### src/rtl/memoria_control_if.sv
// Sequencer-facing and load-port signals of the microprogram control store.
// master drives the store's inputs (sequencer/loader side); slave is the store.
interface memoria_control_if #(parameter int ANCHO_CTRL = 7) ();
  logic [3:0]            estado_presente;
  logic                  pl;
  logic                  map_hab;
  logic                  vect_hab;
  logic [1:0]            microinstruccion;
  logic [3:0]            liga;
  logic                  cc;
  logic [3:0]            vmap;
  logic [3:0]            vect;
  logic [ANCHO_CTRL-1:0] control;
  logic                  bandera_z;
  logic                  bandera_c;
  logic [3:0]            opcode;
  logic                  opcode_valido;
  logic                  opcode_acepta;
  logic                  opcode_lleno;
  logic [3:0]            irq;
  logic [3:0]            mascara;
  logic                  int_pend;
  logic                  escribe;
  logic [4:0]            dir_esc;
  logic [15:0]           dato_esc;

  modport master (
    output estado_presente, pl, map_hab, vect_hab, bandera_z, bandera_c,
           opcode, opcode_valido, irq, mascara, escribe, dir_esc, dato_esc,
    input  microinstruccion, liga, cc, vmap, vect, control,
           opcode_acepta, opcode_lleno, int_pend
  );

  modport slave (
    input  estado_presente, pl, map_hab, vect_hab, bandera_z, bandera_c,
           opcode, opcode_valido, irq, mascara, escribe, dir_esc, dato_esc,
    output microinstruccion, liga, cc, vmap, vect, control,
           opcode_acepta, opcode_lleno, int_pend
  );
endinterface

### src/rtl/memoria_control.sv
// Writable control store + mapping table, microword pipeline register,
// opcode holding register and prioritised interrupt vector generation.
module memoria_control #(
    parameter int         ANCHO_CTRL = 7,
    parameter logic [3:0] BASE_VECT  = 4'b1100
) (
    input  logic              reloj,
    input  logic              reset,
    memoria_control_if.slave  bus
);
    localparam int ANCHO_PAL = 9 + ANCHO_CTRL;

    logic [ANCHO_PAL-1:0] cs_q  [16];
    logic [3:0]           map_q [16];

    logic [ANCHO_PAL-1:0] pipe_q, pipe_d;
    logic [3:0]           op_q, op_d;
    logic                 lleno_q, lleno_d;
    logic [3:0]           pend_q, pend_d;

    logic [3:0] visible;
    logic [1:0] idx;
    logic       acepta;
    logic       cond_raw;
    logic       unused_pl;

    assign unused_pl = bus.pl;

    // Storage is not reset; a write while reset is low is discarded.
    always_ff @(posedge reloj) begin
        if (reset && bus.escribe) begin
            if (bus.dir_esc[4])
                map_q[bus.dir_esc[3:0]] <= bus.dato_esc[3:0];
            else
                cs_q[bus.dir_esc[3:0]] <= bus.dato_esc[ANCHO_PAL-1:0];
        end
    end

    always_comb begin
        pipe_d = cs_q[bus.estado_presente];

        acepta  = bus.opcode_valido & (~lleno_q | ~bus.map_hab);
        op_d    = op_q;
        lleno_d = lleno_q;
        if (acepta) begin
            op_d    = bus.opcode;
            lleno_d = 1'b1;
        end else if (!bus.map_hab) begin
            lleno_d = 1'b0;
        end

        visible = pend_q & bus.mascara;
        idx     = 2'd0;
        for (int i = 0; i < 4; i++)
            if (visible[i]) idx = i[1:0];

        // Clear of the vectored bit takes priority over a fresh request on it.
        pend_d = pend_q | (bus.irq & bus.mascara);
        if (!bus.vect_hab && (|visible))
            pend_d[idx] = 1'b0;
    end

    always_ff @(posedge reloj or negedge reset) begin
        if (!reset) begin
            pipe_q  <= '0;
            op_q    <= '0;
            lleno_q <= 1'b0;
            pend_q  <= '0;
        end else begin
            pipe_q  <= pipe_d;
            op_q    <= op_d;
            lleno_q <= lleno_d;
            pend_q  <= pend_d;
        end
    end

    always_comb begin
        unique case (pipe_q[7:6])
            2'b00:   cond_raw = 1'b1;
            2'b01:   cond_raw = bus.bandera_z;
            2'b10:   cond_raw = bus.bandera_c;
            default: cond_raw = ~(|visible);
        endcase
    end

    assign bus.microinstruccion = pipe_q[1:0];
    assign bus.liga             = pipe_q[5:2];
    assign bus.control          = pipe_q[ANCHO_PAL-1:9];
    assign bus.cc               = cond_raw ^ pipe_q[8];
    assign bus.opcode_acepta    = acepta;
    assign bus.opcode_lleno     = lleno_q;
    assign bus.vmap             = lleno_q ? map_q[op_q] : 4'd0;
    assign bus.int_pend         = |visible;
    assign bus.vect             = BASE_VECT | {2'b00, idx};

endmodule
### src/flat_wrapper.sv
// flat-port wrapper written by rule: the top's interface ports become plain ports
module memoria_control_flat 
#(
    parameter int         ANCHO_CTRL = 7,
    parameter logic [3:0] BASE_VECT  = 4'b1100
)
  (reloj, reset, bus_estado_presente, bus_pl, bus_map_hab, bus_vect_hab, bus_bandera_z, bus_bandera_c, bus_opcode, bus_opcode_valido, bus_irq, bus_mascara, bus_escribe, bus_dir_esc, bus_dato_esc, bus_microinstruccion, bus_liga, bus_cc, bus_vmap, bus_vect, bus_control, bus_opcode_acepta, bus_opcode_lleno, bus_int_pend);
  memoria_control_if #(.ANCHO_CTRL(ANCHO_CTRL)) bus_i ();
  input  logic reloj;
  input  logic reset;
  input wire logic [$bits(bus_i.estado_presente)-1:0] bus_estado_presente;
  input wire logic [$bits(bus_i.pl)-1:0] bus_pl;
  input wire logic [$bits(bus_i.map_hab)-1:0] bus_map_hab;
  input wire logic [$bits(bus_i.vect_hab)-1:0] bus_vect_hab;
  input wire logic [$bits(bus_i.bandera_z)-1:0] bus_bandera_z;
  input wire logic [$bits(bus_i.bandera_c)-1:0] bus_bandera_c;
  input wire logic [$bits(bus_i.opcode)-1:0] bus_opcode;
  input wire logic [$bits(bus_i.opcode_valido)-1:0] bus_opcode_valido;
  input wire logic [$bits(bus_i.irq)-1:0] bus_irq;
  input wire logic [$bits(bus_i.mascara)-1:0] bus_mascara;
  input wire logic [$bits(bus_i.escribe)-1:0] bus_escribe;
  input wire logic [$bits(bus_i.dir_esc)-1:0] bus_dir_esc;
  input wire logic [$bits(bus_i.dato_esc)-1:0] bus_dato_esc;
  output wire logic [$bits(bus_i.microinstruccion)-1:0] bus_microinstruccion;
  output wire logic [$bits(bus_i.liga)-1:0] bus_liga;
  output wire logic [$bits(bus_i.cc)-1:0] bus_cc;
  output wire logic [$bits(bus_i.vmap)-1:0] bus_vmap;
  output wire logic [$bits(bus_i.vect)-1:0] bus_vect;
  output wire logic [$bits(bus_i.control)-1:0] bus_control;
  output wire logic [$bits(bus_i.opcode_acepta)-1:0] bus_opcode_acepta;
  output wire logic [$bits(bus_i.opcode_lleno)-1:0] bus_opcode_lleno;
  output wire logic [$bits(bus_i.int_pend)-1:0] bus_int_pend;
  assign bus_i.estado_presente = bus_estado_presente;
  assign bus_i.pl = bus_pl;
  assign bus_i.map_hab = bus_map_hab;
  assign bus_i.vect_hab = bus_vect_hab;
  assign bus_i.bandera_z = bus_bandera_z;
  assign bus_i.bandera_c = bus_bandera_c;
  assign bus_i.opcode = bus_opcode;
  assign bus_i.opcode_valido = bus_opcode_valido;
  assign bus_i.irq = bus_irq;
  assign bus_i.mascara = bus_mascara;
  assign bus_i.escribe = bus_escribe;
  assign bus_i.dir_esc = bus_dir_esc;
  assign bus_i.dato_esc = bus_dato_esc;
  assign bus_microinstruccion = bus_i.microinstruccion;
  assign bus_liga = bus_i.liga;
  assign bus_cc = bus_i.cc;
  assign bus_vmap = bus_i.vmap;
  assign bus_vect = bus_i.vect;
  assign bus_control = bus_i.control;
  assign bus_opcode_acepta = bus_i.opcode_acepta;
  assign bus_opcode_lleno = bus_i.opcode_lleno;
  assign bus_int_pend = bus_i.int_pend;
  memoria_control #(.ANCHO_CTRL(ANCHO_CTRL), .BASE_VECT(BASE_VECT)) u_core (.reloj(reloj), .reset(reset), .bus(bus_i));
endmodule
### config.mk
export PLATFORM = sky130hd
export DESIGN_NAME = memoria_control_flat
export DESIGN_NICKNAME = d
export VERILOG_FILES = /design/src/rtl/memoria_control_if.sv /design/src/rtl/memoria_control.sv /design/src/flat_wrapper.sv
export SDC_FILE = /design/constraint.sdc
export NUM_CORES = 1
export LEC_CHECK = 0
export CORE_UTILIZATION = 44
export DETAILED_ROUTE_END_ITERATION = 10
export DONT_BUFFER_PORTS = 1
export GPL_TIMING_DRIVEN = 0
export PLACE_DENSITY = 0.59
export RECOVER_POWER = 25
export SLEW_MARGIN = 10
export SYNTH_ARGS = -nofsm -noshare
export SYNTH_HDL_FRONTEND = slang
export SYNTH_SLANG_ARGS = --single-unit
### constraint.sdc
create_clock -name reloj -period 2.2 [get_ports reloj]
set_input_delay 0.44 -clock reloj [delete_from_list [all_inputs] [get_ports reloj]]
set_output_delay 0.44 -clock reloj [all_outputs]
set_load 0.01 [all_outputs]
Word level (Yosys, flattened, before mapping)
Memory sizes are Yosys's and may differ from the RTL's. A register that Yosys moved wholly into a read port is not among the register bits.
Cells that the tools add are included.
{ "word_totals": {"reg_bits": 9, "mem_bits_rw": 320, "wordCells": 44, "n_memories": 2} }
{ "op_classes": {"n_lt_le_gt_ge": 2, "eq_ne": 3, "muxes": 16, "bitwise": 11, "reduce_logical": 7} }
{ "mem_list": {"columns": ["memory", "depth", "width", "read_ports", "rd_ports_with_merged_regs", "wr", "line", "rtl"], "rows": [
  ["u_core.cs_q", 16, 16, 1, 1, 1, "memoria_control.sv:13", "logic [ANCHO_PAL-1:0] cs_q [16];"],
  ["u_core.map_q", 16, 4, 1, 0, 1, "memoria_control.sv:14", "logic [3:0] map_q [16];"]
]} }
{ "op_table": {"columns": ["operator", "count"], "rows": [
  ["4-bit bitwise AND", 3],
  ["1-bit two-way mux", 10],
  ["4-bit two-way mux", 2],
  ["2-bit two-way mux", 2],
  ["4-bit NOT", 1],
  ["4-bit OR", 1],
  ["4-bit OR reduction", 1],
  ["1-bit logical AND", 3],
  ["2-bit by 3-bit < comparator with 1-bit output (second input constant)", 1],
  ["1-bit NOT", 3],
  ["1-bit case mux with 3 select lines", 1],
  ["1-bit demux with 2-bit select", 1],
  ["2-bit by 1-bit == test with 1-bit output (second input constant)", 1],
  ["2-bit == test (second input constant)", 1],
  ["2-bit by 1-bit greater-or-equal comparator with 1-bit output (second input constant)", 1],
  ["1-bit logical NOT", 2],
  ["2-bit logical NOT", 1],
  ["2-bit by 1-bit inequality test with 1-bit output (second input constant)", 1],
  ["1-bit bitwise AND", 1],
  ["1-bit OR", 1],
  ["1-bit bitwise XOR", 1]
]} }

Logic depth before layout (Yosys ltp)
Gate-level depths: netlist of run 1.
{ "logic_depth": {"ltp_word": 11, "depth_mapped": 5, "ltp_nobuf": 4} }

Worst setup path before layout of run 1
No wires, ideal clock.
{ "synth_timing": {"path_type": "in2reg", "startpoint": "in bus_dir_esc[2]", "endpoint": "mem u_core.cs_q[4][0] (netlist name) (enable)", "setup_time_ns": 0.409, "arrival_ns": 2.332, "setup_slack_ns": -0.541, "path_stages": 4, "cell_sequence": "clkbuf_1 > nand2b_1 > or3_1 > nor3_1"} }
{ "synth_rtl": {"columns": ["element", "line", "rtl"], "rows": [
  ["start, declared", "flat_wrapper.sv:22", "input wire logic [$bits(bus_i.dir_esc)-1:0] bus_dir_esc;"],
  ["end, declared", "memoria_control.sv:13", null]
]} }
Straight into the memory's write port.

Final worst setup path of run 1
{ "layout_timing": {"startpoint": "reg u_core.op_q[0]", "endpoint": "out bus_vmap[0]"} }
{ "layout_via": {"elab_chain_cells": 2} }
{ "layout_rtl": {"columns": ["element", "line", "rtl"], "rows": [
  ["start, declared", "memoria_control.sv:17", "logic [3:0] op_q, op_d;"],
  ["start signal, assigned", "memoria_control.sv:71", "op_q <= op_d;"],
  ["memory 16 x 4 bit", null, null],
  ["4-bit two-way mux", "memoria_control.sv:92", "assign bus.vmap = lleno_q ? map_q[op_q] : 4'd0;"],
  ["end, declared", "flat_wrapper.sv:27", "output wire logic [$bits(bus_i.vmap)-1:0] bus_vmap;"]
]} }
No other way between the ends.

==> results of run 1 <==
-- where the power goes --
part	total (mW)	switching [mW]	internal, mW
logic	0.976	0.537	0.438
clock network	6.46	2.43	4.04
registers	7.32	0.0530	7.27
-- layout by cell type (no fill, tap or decap), types with 3 or more instances in the layout --
master | synthesis | final
nor3_1 | 8 | 4
nand3_1 | 8 | 8
dlygate4sd3_1 | 0 | 41
nand2_1 | 29 | 29
clkbuf_2 | 0 | 3
nor3_4 | 0 | 4
clkbuf_8 | 0 | 5
a22oi_1 | 35 | 34
nor2_2 | 0 | 12
mux2_2 | 6 | 6
buf_12 | 2 | 5
nand4_1 | 3 | 3
clkinv_1 | 0 | 3
edfxtp_1 | 320 | 320
mux2i_1 | 14 | 11
clkbuf_1 | 13 | 18
nand2b_1 | 7 | 7
buf_8 | 1 | 13
bufinv_16 | 0 | 7
clkbuf_16 | 0 | 37
dfrtp_1 | 25 | 24
buf_2 | 5 | 5
buf_1 | 5 | 5
clkinv_2 | 0 | 5
nor2b_1 | 5 | 5
nor2_1 | 34 | 22
o21ai_2 | 0 | 3
mux4_2 | 54 | 54
mux4_1 | 20 | 20
buf_4 | 18 | 19
a21oi_1 | 5 | 5
-- critical path, delay by kind of cell, from the launching register on --
family / cells / cell delay [ps]
buffers and inverters: 1 / 180
flip-flops: 1 / 430
AO/OA/AOI/OAI: 1 / 100
multiplexers: 2 / 740
-- synthesized netlist by cell type (2+ instances only) --
master	number	area (um2)
nor2b_1	5	31.3
mux4_1	20	526
mux2_2	6	67.6
mux4_2	54	1220
nand2_1	29	109
o21ai_0	3	15.0
a22oi_1	35	263
edfxtp_1	320	9610
nor2_1	34	128
or3_1	2	12.5
mux2i_1	14	140
buf_1	5	18.8
buf_12	2	40.0
o22ai_1	2	12.5
a21oi_1	5	25.0
nand2b_1	7	43.8
nand4_1	3	18.8
nand3b_1	2	15.0
buf_6	2	22.5
nand3_1	8	40.0
clkbuf_1	13	48.8
buf_4	18	135
nor3_1	8	40.0
dfrtp_1	25	626
a31oi_1	2	12.5
buf_2	5	25.0
-- final timing paths --
| path | from | depth (start not counted) | slack [ps] | endpoint |
|---|---|---|---|---|
| setup / recovery | u_core.op_q[0] | 4 | -220 | bus_vmap[0] |
| hold / removal | bus_dato_esc[3] | 0 | 30 | u_core.cs_q[13][3] |
| setup reg to reg | u_core.bus.opcode_lleno | 2 | 640 | u_core.op_q[2] |
| hold reg to reg | u_core.pend_q[0] | 1 | 540 | u_core.pend_q[0] |
| max in group asynchronous | reset | 2 | 190 | u_core.op_q[0] |
| min in group asynchronous | reset | 2 | 910 | u_core.pipe_q[15] |
-- cells by family after synthesis --
family,after synthesis
AOI/OAI and AO/OA,52
xor gates and xnor gates,1
buffers and inverters,47
DFF,345
muxes,94
other,1
and+or+nand+nor,101
-- metrics by stage --
stage	area (um2)	cells	util, %
2_1_floorplan	13400	642	-
3_3_place_gp	13900	1032	46.6
3_5_place_dp	14100	1046	47.6
4_1_cts	15800	1141	53.1
5_1_grt	16000	1159	53.8
6_report	16000	1159	53.8
-- cell type report --
| class | count | area [um2] |
|---|---|---|
| well taps | 390 | 488 |
| plain buffers | 46 | 322 |
| flip-flops and latches | 345 | 10200 |
| clock buffers | 48 | 996 |
| fillers | 2243 | 13700 |
| clock inverters | 18 | 292 |
| multi-input cells | 250 | 2920 |
| inverters | 1 | 3.75 |
| repair buffers | 61 | 729 |
-- flip-flops by register name, summed over array words and instances (netlist names) --
register	count
u_core.pipe_q	16
u_core.pend_q	4
u_core.op_q	4
u_core.bus.opcode_lleno	1
u_core.map_q	64
u_core.cs_q	256
-- layer usage --
metal / up-vias / GRT usage [%] / share of wire [%]
li1: 2844 / - / -
met1: 3432 / 25.9 / 42
met2: 250 / 30.8 / 47
met3: 45 / 4.80 / 8.1
met4: 0 / 6.41 / 2.7
met5: - / 0 / 0
-- repair_timing --
action                                  CTS  global route
endpoints found under the setup margin   21            21
gates resized for setup                  16             6
pin swaps                                 4             2
hold buffers                             26            16
setup buffers                             3             1
hold endpoints to repair                214            39
cloned                                    0             1
==> flow_metrics.env, run 1 <==
export IMPL_max_slew_margin_rel_pct=-13.1
export IMPL_holdWs_ps=25.3
export IMPL_cp_max_fo=5
export IMPL_synth_fa_ha_area_share_pct=0
export IMPL_min_period_over_period_pct=110
export IMPL_postSynthCellCount=641
export IMPL_drtIter0Drc=557
export IMPL_finClkSkew_ps=15.4
export IMPL_cts_root_buf="clkbuf_16"
export IMPL_grt_antenna_before_repair=0
export IMPL_finalSetupTns_ps=-781
export IMPL_report_final_slew_viol_count=26
export IMPL_gp_congestion=0.763
export IMPL_setup_slack_ps=-215
export IMPL_required_ps=1760
export IMPL_finalSetupViolCount=4
export IMPL_coreArea_um2=29700
export IMPL_total_power_mw=14.8
export IMPL_dr_pass1_iters=4
export IMPL_crit_slowest_cell="mux4_2"
export IMPL_fmax_mhz=414
export IMPL_synth_distinct_cells=38
export IMPL_path_cells="clkbuf_16 -> mux4_2 -> mux2i_4 -> o21ai_2"
export IMPL_wire_per_inst_um=25.5
export IMPL_grt_pass1_vias=6829
export IMPL_cp_data_arrival_time_ps=1980
export IMPL_hold_violations=0
export IMPL_routed_wl_mm=29.5
export IMPL_grt_setup_unrepaired="true"
export IMPL_vias=6571
export IMPL_numPortBuffers=0
export IMPL_areaGrowthSynthToFinish_pct=19.9
export IMPL_cts_path_max_buffers=3
export IMPL_drc=0
export IMPL_synth_edff_count=320
export IMPL_rows=63
export IMPL_cts_tree="done"
export IMPL_crit_type="reg2out"
export IMPL_power_density_nw_per_um2=923
export IMPL_ant_nets=0
export IMPL_grt_ovfl_total=0
export IMPL_synth_simple_area_share_pct=3.44
export IMPL_startpoint_type="flop"
export IMPL_drive_gt1_share_pct=25.0
export IMPL_max_stage_delay_ps=530
export IMPL_antenna_cells=0
export IMPL_leakagePower_nw=5.30
export IMPL_grt_max_degree=26
export IMPL_syn_area_um2=13300
export IMPL_async_flop_share_pct=7.25
export IMPL_finalCriticalPeriod_ps=2420
export IMPL_clock_sinks=345
export IMPL_synth_compound_gate_area_share_pct=2.76
export IMPL_yosysWarnings=0
export IMPL_syn_area_per_cell_um2=20.8
export IMPL_vias_per_cell=5.67
export IMPL_fp_dieW_um=176
export IMPL_clock_latency_ps=520
export IMPL_synth_xor_area_share_pct=0.0657
export IMPL_grt_usage_pct=19.3
export IMPL_seq_area_frac_synth_pct=76.8
export IMPL_endpoint_kind="primary output"
export IMPL_path_clk_slew_ps=60
export IMPL_numCtsBuffers=36
export IMPL_violations="max-capacitance violations, max-slew violations, negative setup slack"
export IMPL_holdCritPathClass="in2reg"
export IMPL_die_area_um2=31000
export IMPL_cap_violations=1
export IMPL_preCtsSetupSlack_ps=-636
export IMPL_synth_top_family_by_area="multiplexers"
export IMPL_fin_nets=787
export IMPL_start_util_pct=44.9
export IMPL_outcome="complete, but fails checks"
export IMPL_die_h_um=176
export IMPL_ir_drop_uv=637
export IMPL_ys_seq_elements=345
export IMPL_io_pins=71
export IMPL_tightest_slew_ps=1700
export IMPL_grt_pass1_wl_mm=42.4
export IMPL_muxShareOfSynthArea_pct=14.6
export IMPL_htreeDepth=2
export IMPL_synthFlopType="edfxtp_1"
export IMPL_hpwl_mm=18.2
Note: power is estimated with default switching activity, not from simulation.
==> run 2: changes to the inputs <==
- clock period: 2.2 -> 2.35 ns (I/O delays scaled with it)
==> run 2 against run 1 <==
The flow finishes with violations (negative setup slack). Critical path depth unchanged. Sequential share of layout area rose by 1.7 points. Total power decreased by 8.1%. Via count decreased by 3.3%. Setup slack gained 140 ps. Combinational power shrank 20%. First-iteration DRC count increased by 0.36%. Non-clock buffer count decreased by 43. Core utilization fell by 1.4 points. Die area stayed put. Largest cell class unchanged.
==> flow_metrics.env, run 2 (synthesis results as in run 1) <==
export IMPL_outcome="complete, but fails checks"
export IMPL_violations="negative setup slack"
export IMPL_ant_nets=0
export IMPL_drc=0
export IMPL_drive_gt1_share_pct=25.5
export IMPL_swShare_pct=20.2
export IMPL_grt_usage_pct=18.5
export IMPL_p_int_mw=10.8
export IMPL_seq_power_share_pct=50.5
export IMPL_largest_reg_flops=256
export IMPL_clock_sinks=345
export IMPL_ir_drop_uv=773
export IMPL_clkPwrFrac_pct=43.7
export IMPL_startpoint_type="flop"
export IMPL_hold_violations=0
export IMPL_grt_pass1_wl_mm=41.2
export IMPL_htreeDepth=2
export IMPL_finalCriticalPeriod_ps=2430
export IMPL_io_pins=71
export IMPL_start_util_pct=44.9
export IMPL_wire_per_inst_um=25.0
export IMPL_dr_pass1_iters=5
export IMPL_switchingPower_mw=2.74
export IMPL_finClkSkew_ps=22.3
export IMPL_grt_pass1_vias=6675
export IMPL_path_clk_slew_ps=60
export IMPL_holdCritPathClass="in2reg"
export IMPL_setup_slack_ps=-77.4
export IMPL_cts_tree="done"
export IMPL_gp_congestion=0.755
export IMPL_layout_common_cells="edfxtp_1 (320), mux4_2 (54), clkbuf_16 (38)"
export IMPL_fin_nets=745
export IMPL_cp_max_fo=10
export IMPL_areaGrowthSynthToFinish_pct=16.9
export IMPL_post_cts_buffers=0
export IMPL_grt_ovfl_total=0
export IMPL_rows=63
export IMPL_endpoint_kind="primary output"
export IMPL_numCtsBuffers=37
export IMPL_final_common_cell="edfxtp_1"
export IMPL_cts_root_buf="clkbuf_16"
export IMPL_die_h_um=176
export IMPL_crit_type="reg2out"
export IMPL_grt_antenna_before_repair=0
export IMPL_tightest_slew_ps=782
export IMPL_cts_path_max_buffers=3
export IMPL_fp_dieW_um=176
export IMPL_vias_per_cell=5.69
export IMPL_antenna_cells=0
export IMPL_vias=6355
export IMPL_grt_max_degree=33
export IMPL_min_period_over_period_pct=103
export IMPL_placed_cell_area_um2=14200
export IMPL_preCtsSetupSlack_ps=-203
export IMPL_clock_latency_ps=520
export IMPL_die_area_um2=31000
export IMPL_leakagePower_nw=5.11
export IMPL_cp_data_arrival_time_ps=1960
export IMPL_coreArea_um2=29700
export IMPL_power_frac_comb_pct=5.7
export IMPL_routed_wl_mm=27.9
export IMPL_finalSetupViolCount=4
export IMPL_cap_violations=0
export IMPL_report_final_slew_viol_count=0
export IMPL_utilization_pct=52.4
export IMPL_stdcell_area_um2=15600
export IMPL_hpwl_mm=18.6
export IMPL_max_slew_margin_rel_pct=47.9
export IMPL_required_ps=1880
export IMPL_holdWs_ps=44.1
export IMPL_numPortBuffers=0
export IMPL_power_density_nw_per_um2=871
export IMPL_fmax_mhz=412
export IMPL_grt_setup_unrepaired="true"
export IMPL_drtIter0Drc=559
==> run 2: cell types whose count changed in the layout (fill, tap and decap cells not counted), sizes merged <==
cell / delta
buf: -1
dlygate4sd3: -40
bufinv: -1
clkinv: +4
inv: -1
clkbuf: -4
==> run 2: area by class of cell <==
cell class | count | area (um2)
Fill cell | 2274 | 14100
Sequential cell | 345 | 10200
Multi-Input combinational cell | 250 | 2920
Clock buffer | 46 | 991
Tap cell | 390 | 488
Timing Repair Buffer | 18 | 358
Buffer | 46 | 322
Clock inverter | 20 | 260
Inverter | 1 | 3.75
==> run 2: final timing paths <==
path / start / end / slack, ps / cells past startpoint
min: bus_dato_esc[11] / u_core.cs_q[6][11] / 40 / 0
max reg2reg: u_core.bus.opcode_lleno / u_core.op_q[0] / 770 / 2
max: u_core.op_q[0] / bus_vmap[1] / -80 / 4
min in group asynchronous: reset / u_core.bus.opcode_lleno / 420 / 2
max in group asynchronous: reset / u_core.pipe_q[5] / 1750 / 2
min reg2reg: u_core.pend_q[0] / u_core.pend_q[0] / 520 / 1
==> run 2: layer usage <==
metal	up-vias	wire length, um	global-route usage [%]
met5	-	0	0
met4	0	587	5.54
met3	46	1760	3.32
met2	225	13200	29.8
met1	3326	12300	25.9
li1	2758	-	-
==> run 2: stage by stage <==
stage          cells  setup TNS [ps]  total power [mW]
2_1_floorplan    642               0              7.50
3_3_place_gp    1032         -176680              7.66
3_5_place_dp    1048          -10840              7.70
4_1_cts         1116            -279              13.7
5_1_grt         1116            -443              13.9
6_report        1116            -246              13.6
==> run 2: worst max-delay path: stages, from the launching register on <==
cell and delay (ps):
dfrtp_1 390, buf_12 170, mux4_2 520, mux2i_2 220
o22ai_2 130
==> run 2: power by group through the flow <==
stage	Sequential, mW	Combinational [mW]	Clock [mW]
floorplan	6.96	0.540	0
global placement	6.98	0.687	0
detailed placement	6.98	0.717	0
CTS	6.85	0.784	6.01
global route	6.86	0.834	6.24
finish	6.85	0.777	5.93
==> run 2: what timing repair did <==
item,in CTS,in global routing
hold endpoints to repair,25,0
pin swaps,1,1
resized for setup,18,3
hold buffers,2,0
endpoints found under the setup margin,4,5
==> run 3: changes to the inputs <==
- CORE_UTILIZATION: 44 -> 30
- PLACE_DENSITY: 0.59 -> 0.44
- clock period: 2.35 -> 2.8 ns (I/O delays scaled with it)
==> run 3 against run 2 <==
Worst hold slack better by 93 ps. Cell count up 17%. The flow now finishes without violations. Setup slack better by 170 ps. Clock-buffer cell count down 3.
==> flow_metrics.env, run 3 (synthesis results as in run 1) <==
export IMPL_outcome="finished clean"
export IMPL_r2r_end="u_core.pipe_q[1]"
export IMPL_grt_pass1_wl_mm=44.9
export IMPL_hold_violations=0
export IMPL_worstHoldEndpoint="u_core.cs_q[3][6]"
export IMPL_cp_data_arrival_time_ps=2150
export IMPL_drc=0
export IMPL_use_met1_pct=18.0
export IMPL_clock_sinks=345
export IMPL_areaGrowthSynthToFinish_pct=16.2
export IMPL_holdCritPathClass="in2reg"
export IMPL_path_clk_slew_ps=60
export IMPL_ir_drop_uv=412
export IMPL_coreArea_um2=43500
export IMPL_cp_max_fo=10
export IMPL_cap_violations=0
export IMPL_antenna_cells=0
export IMPL_fin_nets=746
export IMPL_vias=6309
export IMPL_post_cts_buffers=0
export IMPL_final_common_cell="edfxtp_1"
export IMPL_hold_depth=0
export IMPL_die_h_um=213
export IMPL_grt_max_degree=33
export IMPL_crit_slowest_cell="mux4_2"
export IMPL_crit_family="multiplexers"
export IMPL_leakagePower_nw=4.99
export IMPL_power_density_nw_per_um2=697
export IMPL_io_pins=71
export IMPL_grt_met3_usage_pct=3.69
export IMPL_drive_gt1_share_pct=23.9
export IMPL_grt_busiest_layer="met2"
export IMPL_use_met2_pct=23.1
export IMPL_routed_wl_mm=30.6
export IMPL_gp_congestion=0.739
export IMPL_start_util_pct=30.7
export IMPL_cts_path_max_buffers=3
export IMPL_ant_nets=0
export IMPL_required_ps=2240
export IMPL_regToRegStartpoint="u_core.cs_q[13][1]"
export IMPL_grt_antenna_before_repair=0
export IMPL_layout_common_cells="edfxtp_1 (320), mux4_2 (54), clkbuf_16 (37)"
export IMPL_cts_root_buf="clkbuf_16"
export IMPL_drtIter0Drc=325
export IMPL_wire_per_inst_um=23.3
export IMPL_numCtsBuffers=36
export IMPL_crit_buf_inv=1
export IMPL_grt_pass1_vias=6712
export IMPL_endpoint_kind="primary output"
export IMPL_finalSetupViolCount=0
export IMPL_regToRegSetupSlack_ps=1230
export IMPL_tightest_slew_ps=918
export IMPL_grt_ovfl_total=0
export IMPL_fmax_mhz=369
export IMPL_hpwl_mm=20.4
export IMPL_total_power_mw=10.8
export IMPL_setup_slack_ps=88.8
export IMPL_finClkSkew_ps=17.3
export IMPL_preCtsSetupSlack_ps=102
export IMPL_grt_setup_unrepaired="false"
export IMPL_die_area_um2=45300
export IMPL_crit_type="reg2out"
export IMPL_grt_usage_pct=13.9
export IMPL_rr_worst_depth=3
export IMPL_path_cells="buf_4 -> mux4_2 -> mux2i_1 -> o22ai_1"
export IMPL_numPortBuffers=0
export IMPL_utilization_pct=35.7
export IMPL_startpoint_type="flop"
export IMPL_max_stage_delay_ps=550
export IMPL_vias_per_cell=4.82
export IMPL_clock_latency_ps=510
export IMPL_htreeDepth=2
export IMPL_max_slew_margin_rel_pct=38.6
export IMPL_cts_tree="done"
export IMPL_min_period_over_period_pct=96.8
export IMPL_dr_pass1_iters=5
export IMPL_min_from="bus_dato_esc[6]"
export IMPL_fp_dieW_um=213
export IMPL_report_final_slew_viol_count=0
export IMPL_finalCriticalPeriod_ps=2710
export IMPL_rows=76
export IMPL_largest_reg_flops=256
run 3: cell types whose count changed in the layout (fill, tap and decap cells not counted), sizes merged:
| cell | change |
|---|---|
| clkinv | +5 |
| clkinvlp | +1 |
| bufinv | -5 |
| buf | +2 |
| inv | -1 |
| clkbuf | -3 |
run 3: what timing repair did:
item	4_1_cts	5_1_grt
pin swaps	0	0
endpoints found under the hold margin	25	0
hold buffers	2	0
gates resized for setup	1	1
endpoints found under the setup margin	2	1
gates cloned	0	0
run 3: area by class of cell:
class | count | area [um2]
fillers | 4050 | 28000
flip-flops and latches | 345 | 10200
repair buffers | 20 | 288
clock inverters | 20 | 115
clock buffers | 43 | 958
inverters | 1 | 3.75
multi-input cells | 250 | 2860
well taps | 585 | 732
plain buffers | 46 | 307
run 3: worst max-delay path by stage:
stage                        start                  end  slack (ps)  depth (start not counted)
floorplan           bus_dir_esc[2]   u_core.cs_q[12][0]         270                          3
detailed placement  bus_dir_esc[2]    u_core.cs_q[6][8]         100                          5
global placement    bus_dir_esc[2]  u_core.cs_q[12][11]       -1430                          3
CTS                 u_core.op_q[0]          bus_vmap[1]          30                          4
finish              u_core.op_q[0]          bus_vmap[2]          90                          4
global route        u_core.op_q[0]          bus_vmap[2]          20                          4
run 3: metal layers:
layer	vias up	part of all wire, %
met2	172	49
met1	3356	43
met5	-	0
li1	2745	-
met4	0	1.6
met3	36	6.9
run 3: stage by stage:
step | hold slack [ps] | area [um2] | cells | TNS, ps
floorplan | 264 | 13300 | 642 | 0
global placement | 265 | 14100 | 1227 | -139870
detailed placement | 266 | 14400 | 1245 | 0
CTS | 115 | 15500 | 1310 | 0
global route | 111 | 15500 | 1310 | 0
finish | 137 | 15500 | 1310 | 0
run 3: power breakdown:
group / internal (mW) / switching [mW] / total [mW]
Combinational: 0.272 / 0.347 / 0.619
Sequential: 5.71 / 0.0405 / 5.75
Clock: 2.52 / 1.91 / 4.43
Total: 8.51 / 2.29 / 10.8
